## src/rtl/mode_sequencer_pkg.sv

```systemverilog
// Shared mode encoding and digit-bus geometry for the front-panel controller
// and the mode blocks it drives.
package mode_sequencer_pkg;

    typedef enum logic [1:0] {
        MODE_CLOCK = 2'd0,
        MODE_ALARM = 2'd1,
        MODE_STOP  = 2'd2,
        MODE_TIMER = 2'd3
    } mode_t;

    localparam int NUM_MODES = 4;
    localparam int DIGIT_W   = 7;

    // TIMER wraps back to CLOCK through the natural 2-bit overflow.
    function automatic mode_t next_mode(input mode_t m);
        return mode_t'(m + 2'd1);
    endfunction

endpackage

```

## src/rtl/mode_sequencer_btn_conditioner.sv

```systemverilog
// Push-button front end: multi-flop synchronizer, debounce counter and a
// single-cycle press pulse on the accepted 0->1 transition.
module btn_conditioner #(
    parameter int DEBOUNCE_CYC = 20000,
    parameter int SYNC_STAGES  = 2
) (
    input  logic clk_2MHz,
    input  logic reset,
    input  logic btn_raw,
    output logic press
);

    localparam int CNT_W = (DEBOUNCE_CYC > 1) ? $clog2(DEBOUNCE_CYC) : 1;
    localparam logic [CNT_W-1:0] CNT_LAST = CNT_W'(DEBOUNCE_CYC - 1);

    logic [SYNC_STAGES-1:0] sync_ff;
    logic                   level;
    logic [CNT_W-1:0]       cnt;
    logic                   sync_lvl;
    logic                   settled;

    assign sync_lvl = sync_ff[SYNC_STAGES-1];

    // The counter only runs while the synchronized input disagrees with the
    // accepted level, so any bounce back restarts the qualification window.
    assign settled = (sync_lvl != level) && (cnt == CNT_LAST);

    // Pulse is taken from the acceptance condition itself, so it lines up
    // with the edge on which the debounced level rises.
    assign press = settled && sync_lvl;

    always_ff @(posedge clk_2MHz or posedge reset) begin
        if (reset) begin
            sync_ff <= '0;
            level   <= 1'b0;
            cnt     <= '0;
        end else begin
            sync_ff <= {sync_ff[SYNC_STAGES-2:0], btn_raw};
            if (sync_lvl == level) begin
                cnt <= '0;
            end else if (settled) begin
                level <= sync_lvl;
                cnt   <= '0;
            end else begin
                cnt <= cnt + 1'b1;
            end
        end
    end

endmodule

```

## src/rtl/mode_sequencer.sv

```systemverilog
// Front-panel controller: conditions MODE/SET/OP1, cycles the active mode,
// routes SET/OP1 strobes to that mode only and muxes its digits to the display.
module mode_sequencer
    import mode_sequencer_pkg::*;
#(
    parameter int DEBOUNCE_CYC = 20000,
    parameter int SYNC_STAGES  = 2
) (
    input  logic                           clk_2MHz,
    input  logic                           reset,
    input  logic                           btn_mode,
    input  logic                           btn_set,
    input  logic                           btn_op1,
    input  logic [NUM_MODES*DIGIT_W-1:0]   mm_in,
    input  logic [NUM_MODES*DIGIT_W-1:0]   ss_in,
    input  logic [NUM_MODES*DIGIT_W-1:0]   ms_in,
    output logic [1:0]                     mode,
    output logic [NUM_MODES-1:0]           assert_vec,
    output logic                           in_set,
    output logic                           in_op1,
    output logic [DIGIT_W-1:0]             outMM,
    output logic [DIGIT_W-1:0]             outSS,
    output logic [DIGIT_W-1:0]             outMS
);

    logic  mode_press;
    logic  set_press;
    logic  op1_press;
    mode_t state;

    btn_conditioner #(.DEBOUNCE_CYC(DEBOUNCE_CYC), .SYNC_STAGES(SYNC_STAGES)) u_cond_mode (
        .clk_2MHz (clk_2MHz),
        .reset    (reset),
        .btn_raw  (btn_mode),
        .press    (mode_press)
    );

    btn_conditioner #(.DEBOUNCE_CYC(DEBOUNCE_CYC), .SYNC_STAGES(SYNC_STAGES)) u_cond_set (
        .clk_2MHz (clk_2MHz),
        .reset    (reset),
        .btn_raw  (btn_set),
        .press    (set_press)
    );

    btn_conditioner #(.DEBOUNCE_CYC(DEBOUNCE_CYC), .SYNC_STAGES(SYNC_STAGES)) u_cond_op1 (
        .clk_2MHz (clk_2MHz),
        .reset    (reset),
        .btn_raw  (btn_op1),
        .press    (op1_press)
    );

    assign mode = state;

    // A MODE press swallows any SET/OP1 arriving with it, so a strobe is
    // never delivered to a block that is just being left.
    always_ff @(posedge clk_2MHz or posedge reset) begin
        if (reset) begin
            state      <= MODE_CLOCK;
            assert_vec <= '0;
            in_set     <= 1'b0;
            in_op1     <= 1'b0;
            outMM      <= '0;
            outSS      <= '0;
            outMS      <= '0;
        end else begin
            outMM      <= mm_in[DIGIT_W*int'(state) +: DIGIT_W];
            outSS      <= ss_in[DIGIT_W*int'(state) +: DIGIT_W];
            outMS      <= ms_in[DIGIT_W*int'(state) +: DIGIT_W];
            assert_vec <= '0;
            in_set     <= 1'b0;
            in_op1     <= 1'b0;
            if (mode_press) begin
                state <= next_mode(state);
            end else if (set_press || op1_press) begin
                assert_vec[state] <= 1'b1;
                in_set            <= set_press;
                in_op1            <= op1_press;
            end
        end
    end

endmodule
```

## config.mk

```make
export PLATFORM = sky130hd
export DESIGN_NAME = mode_sequencer
export DESIGN_NICKNAME = d
export VERILOG_FILES = /design/src/rtl/mode_sequencer_pkg.sv /design/src/rtl/mode_sequencer_btn_conditioner.sv /design/src/rtl/mode_sequencer.sv
export SDC_FILE = /design/constraint.sdc
export NUM_CORES = 1
export LEC_CHECK = 0
export ABC_AREA = 1
export CORE_MARGIN = 3
export CORE_UTILIZATION = 25
export CTS_CLUSTER_DIAMETER = 100
export CTS_CLUSTER_SIZE = 20
export DETAILED_ROUTE_END_ITERATION = 10
export GPL_TIMING_DRIVEN = 0
export PLACE_DENSITY_LB_ADDON = 0.1
export SYNTH_ARGS = -nofsm -noshare
export SYNTH_HDL_FRONTEND = slang
export SYNTH_SLANG_ARGS = --single-unit
```

## constraint.sdc

```tcl
create_clock -name clk_2MHz -period 3.35 [get_ports clk_2MHz]
set_clock_uncertainty 0.2 [all_clocks]
set_input_delay 0.67 -clock clk_2MHz [delete_from_list [all_inputs] [get_ports clk_2MHz]]
set_output_delay 0.67 -clock clk_2MHz [all_outputs]
set_load 0.03 [all_outputs]
```

==> impl_metrics.ini <==
[placement]
post_detailed_placement_cell_area_mm2 = 0.005712
hpwl_um = 9058
buffer_ports.inserted = 117
place.detailed.instances = 853
routabilityCongestion = 0.8630

[setup_path]
crit_path_start_kind = register
crit_type = register to primary output
cell_type_of_the_slowest_stage_on_the_worst_timing_path = sky130_fd_sc_hd__clkdlybuf4s50_1
max_stage_delay_ns = 0.74
timing.critical_path.required_ns = 2.48
critPathCaptureType = primary output
critical_path.top_delay_family = buffers and inverters
path_cells = clkdlybuf4s50_1
timing.critical_path.buf_inv = 1
critical_path_arrival_ns = 1.63
cp_max_fo = 8

[job]
maxCapViolCount = 0

[sta]
final.hold.worst_slack_ns = 0.1516
unrepaired_setup_endpoints_after_global_routing = no
fmaxAchievable_mhz = 400.2
timing.slew.headroom_pct = 64.33
post-route-min-period_ns = 2.499
report.final.setup_viol = 0
worst-slew-pin-transition_ns = 0.5350
hold_viol = 0
drv_slew = 0
post-route-period-util_pct = 74.60

[grt]
met1_usage_pct = 16.48
antenna_found_initial = 0
overflow = 0
wire_length_of_the_first_global_routing_pass_um = 19690
grt_start_max_net_pins = 51
grt_util_met3_pct = 6.329
globalRouteMet2Util_pct = 22.23
most_utilized_layer_in_the_global_route_result = met2
grt_use_total_pct = 13.61
first_global_vias = 3893

[cts]
htreeDepth = 3
clk-insertion-delay-late_ns = 0.34
cts.sink_count = 83
cts_tree = yes
cts_hold_buffers = 0
worst_setup_hold_path_clk_slew_ns = 0.06
clk_path_buf_depth = 2
cts.repair.resized = 0
numCtsBuffers = 9
cts_setup_buffers = 0
clockRootBuffer = sky130_fd_sc_hd__clkbuf_16

[power]
static-leakage-power_nw = 2.541
power_per_cell_area_mw_per_mm2 = 371.4
vdd_ir_drop_max_v = 0.0002127
total_power_mw = 2.224

[synth]
postSynthAreaPerCell_um2 = 8.170
synth_compound_gate_area_share_pct = 9.914
yosys.area_share.xor_xnor_pct = 4.515
synth_adder_area_share_pct = 2.066
postSynthNetCount = 615
synthesis.instances = 519
synthTopCellsByArea = sky130_fd_sc_hd__dfrtp_1 49%, sky130_fd_sc_hd__nor2_1 9.8%, sky130_fd_sc_hd__nand2_1 7.1%, sky130_fd_sc_hd__o21ai_0 5.2%, sky130_fd_sc_hd__inv_1 4.6%
ys_types = 33
ys_warn_count = 0
synth-simple-area-share_pct = 28.47
synth_top_area_cell = sky130_fd_sc_hd__dfrtp_1
synth_area_mm2 = 0.004240
synth.area.mux_share_pct = 0
synth_top_area_share_pct = 48.98
synth_sequential_area_ratio_pct = 48.98
synth_top_family_by_area = simple AND/OR/NAND/NOR gates
synth-seq-cells = 83

[floorplan]
floorplan.die_area_mm2 = 0.01856
ioPinCount = 118
horizontal_die_dimension_um = 136.2
rows = 46
placeable_area_mm2 = 0.01623
initial_core_util_pct = 26.13
fp.dieH_um = 136.2

[final_layout]
area_growth_pct = 41.22
layout.cells.most_common = sky130_fd_sc_hd__clkdlybuf4s50_1
leading_cell_types_in_the_layout_fill_and_taps_excluded = 117 x sky130_fd_sc_hd__clkdlybuf4s50_1, 111 x sky130_fd_sc_hd__nor2_1, 83 x sky130_fd_sc_hd__dfrtp_1, 80 x sky130_fd_sc_hd__nand2_1, 51 x sky130_fd_sc_hd__inv_1
final.fill_count = 1705
final_cells = 868
drive_above_1_share_pct = 6.595
n_antenna_cell = 0
postLayoutCellArea_mm2 = 0.005988
postLayoutCoreUtil_pct = 36.89
nets = 744

[route]
drt-wirelength-per-cell_um = 13.59
drc = 0
dr.first_iter.drc_count = 192
dr.pass1.iters = 4
detail-route-antenna-nets = 0
route.vias.total = 3811
drt_wl_total_um = 11800
vias_per_cell = 4.391

[worst_hold_path]
min-delay-path-class = register to register

[outcome]
run_status = finished clean
==> per-stage QoR <==
stage               setup TNS [ns]  setup slack, ns
finish                           0           0.8510
global route                     0           0.7800
CTS                              0           0.8136
detailed placement               0            1.196
global placement           -103.56           -1.253
floorplan                        0           0.3432
==> registers in the layout, summed over array words and instances (netlist names) <==
name / count
u_cond_op1.sync_ff: 2
u_cond_op1.level: 1
u_cond_mode.level: 1
assert_vec: 4
mode: 2
in_op1: 1
u_cond_mode.cnt: 15
u_cond_set.sync_ff: 2
outSS: 7
outMS: 7
u_cond_set.cnt: 15
u_cond_mode.sync_ff: 2
outMM: 7
u_cond_op1.cnt: 15
in_set: 1
u_cond_set.level: 1
==> per-layer routing <==
layer	vias to the layer above	share of wire [%]
met3	4	8.3
met2	116	49
met5	-	0
met4	0	0.67
met1	1752	42
li1	1939	-
==> report_power, final <==
part           switching, mW  leakage, nW  internal (mW)
Combinational         0.0957         1.32          0.132
Clock                  0.383        0.136          0.572
Sequential            0.0134         1.09           1.03
==> logic make-up after synthesis <==
group	Yosys count
fa+ha+maj	7
xor+xnor	21
compound gates	75
flops	83
simple gates	266
buf+inv	67
==> synth_stat cells (all sizes together) <==
| library cell | number |
|---|---|
| a21oi | 6 |
| xor2 | 20 |
| xnor2 | 1 |
| nand3b | 4 |
| o21bai | 1 |
| nand2 | 85 |
| buf | 4 |
| o21ai | 45 |
| ha | 7 |
| a31oi | 1 |
| and2b | 1 |
| nor3b | 6 |
| nand3 | 33 |
| nand4 | 9 |
| inv | 53 |
| clkbuf | 9 |
| dfrtp | 83 |
| a31o | 1 |
| o22ai | 21 |
| nor2 | 119 |
| nor3 | 9 |
| clkinv | 1 |
==> area by class of cell <==
class                   instances  area [um^2]  area share [%]
plain buffers                  13        52.55          0.8776
clock buffers                  12        236.5           3.949
clock inverters                 3        40.04          0.6686
inverters                      54        206.4           3.448
multi-input cells             369         1907           31.84
flip-flops and latches         83         2077           34.68
well taps                     216        270.3           4.513
repair buffers                118         1199           20.02
==> worst register-to-register path, delay by kind of cell (launching register included) <==
| family | cells | cell delay, ns |
|---|---|---|
| AOI/OAI and AO/OA | 2 | 0.34 |
| DFF | 1 | 0.42 |
| buffers and inverters | 3 | 0.83 |
==> path summary, 6_finish.rpt <==
check	startpoint	endpoint	slack [ns]	cells past startpoint
worst max-delay path	mode[1]	mode[1]	0.85	1
worst min-delay path	u_cond_set.sync_ff[0]	u_cond_set.sync_ff[1]	0.15	0
worst max register to register	mode[0]	outMM[5]	1.49	5
worst min register to register	u_cond_set.sync_ff[0]	u_cond_set.sync_ff[1]	0.15	0
max in group asynchronous	reset	outMM[2]	1.83	3
min in group asynchronous	reset	u_cond_mode.cnt[0]	0.52	2
Note: power is estimated with default switching activity, not from simulation.
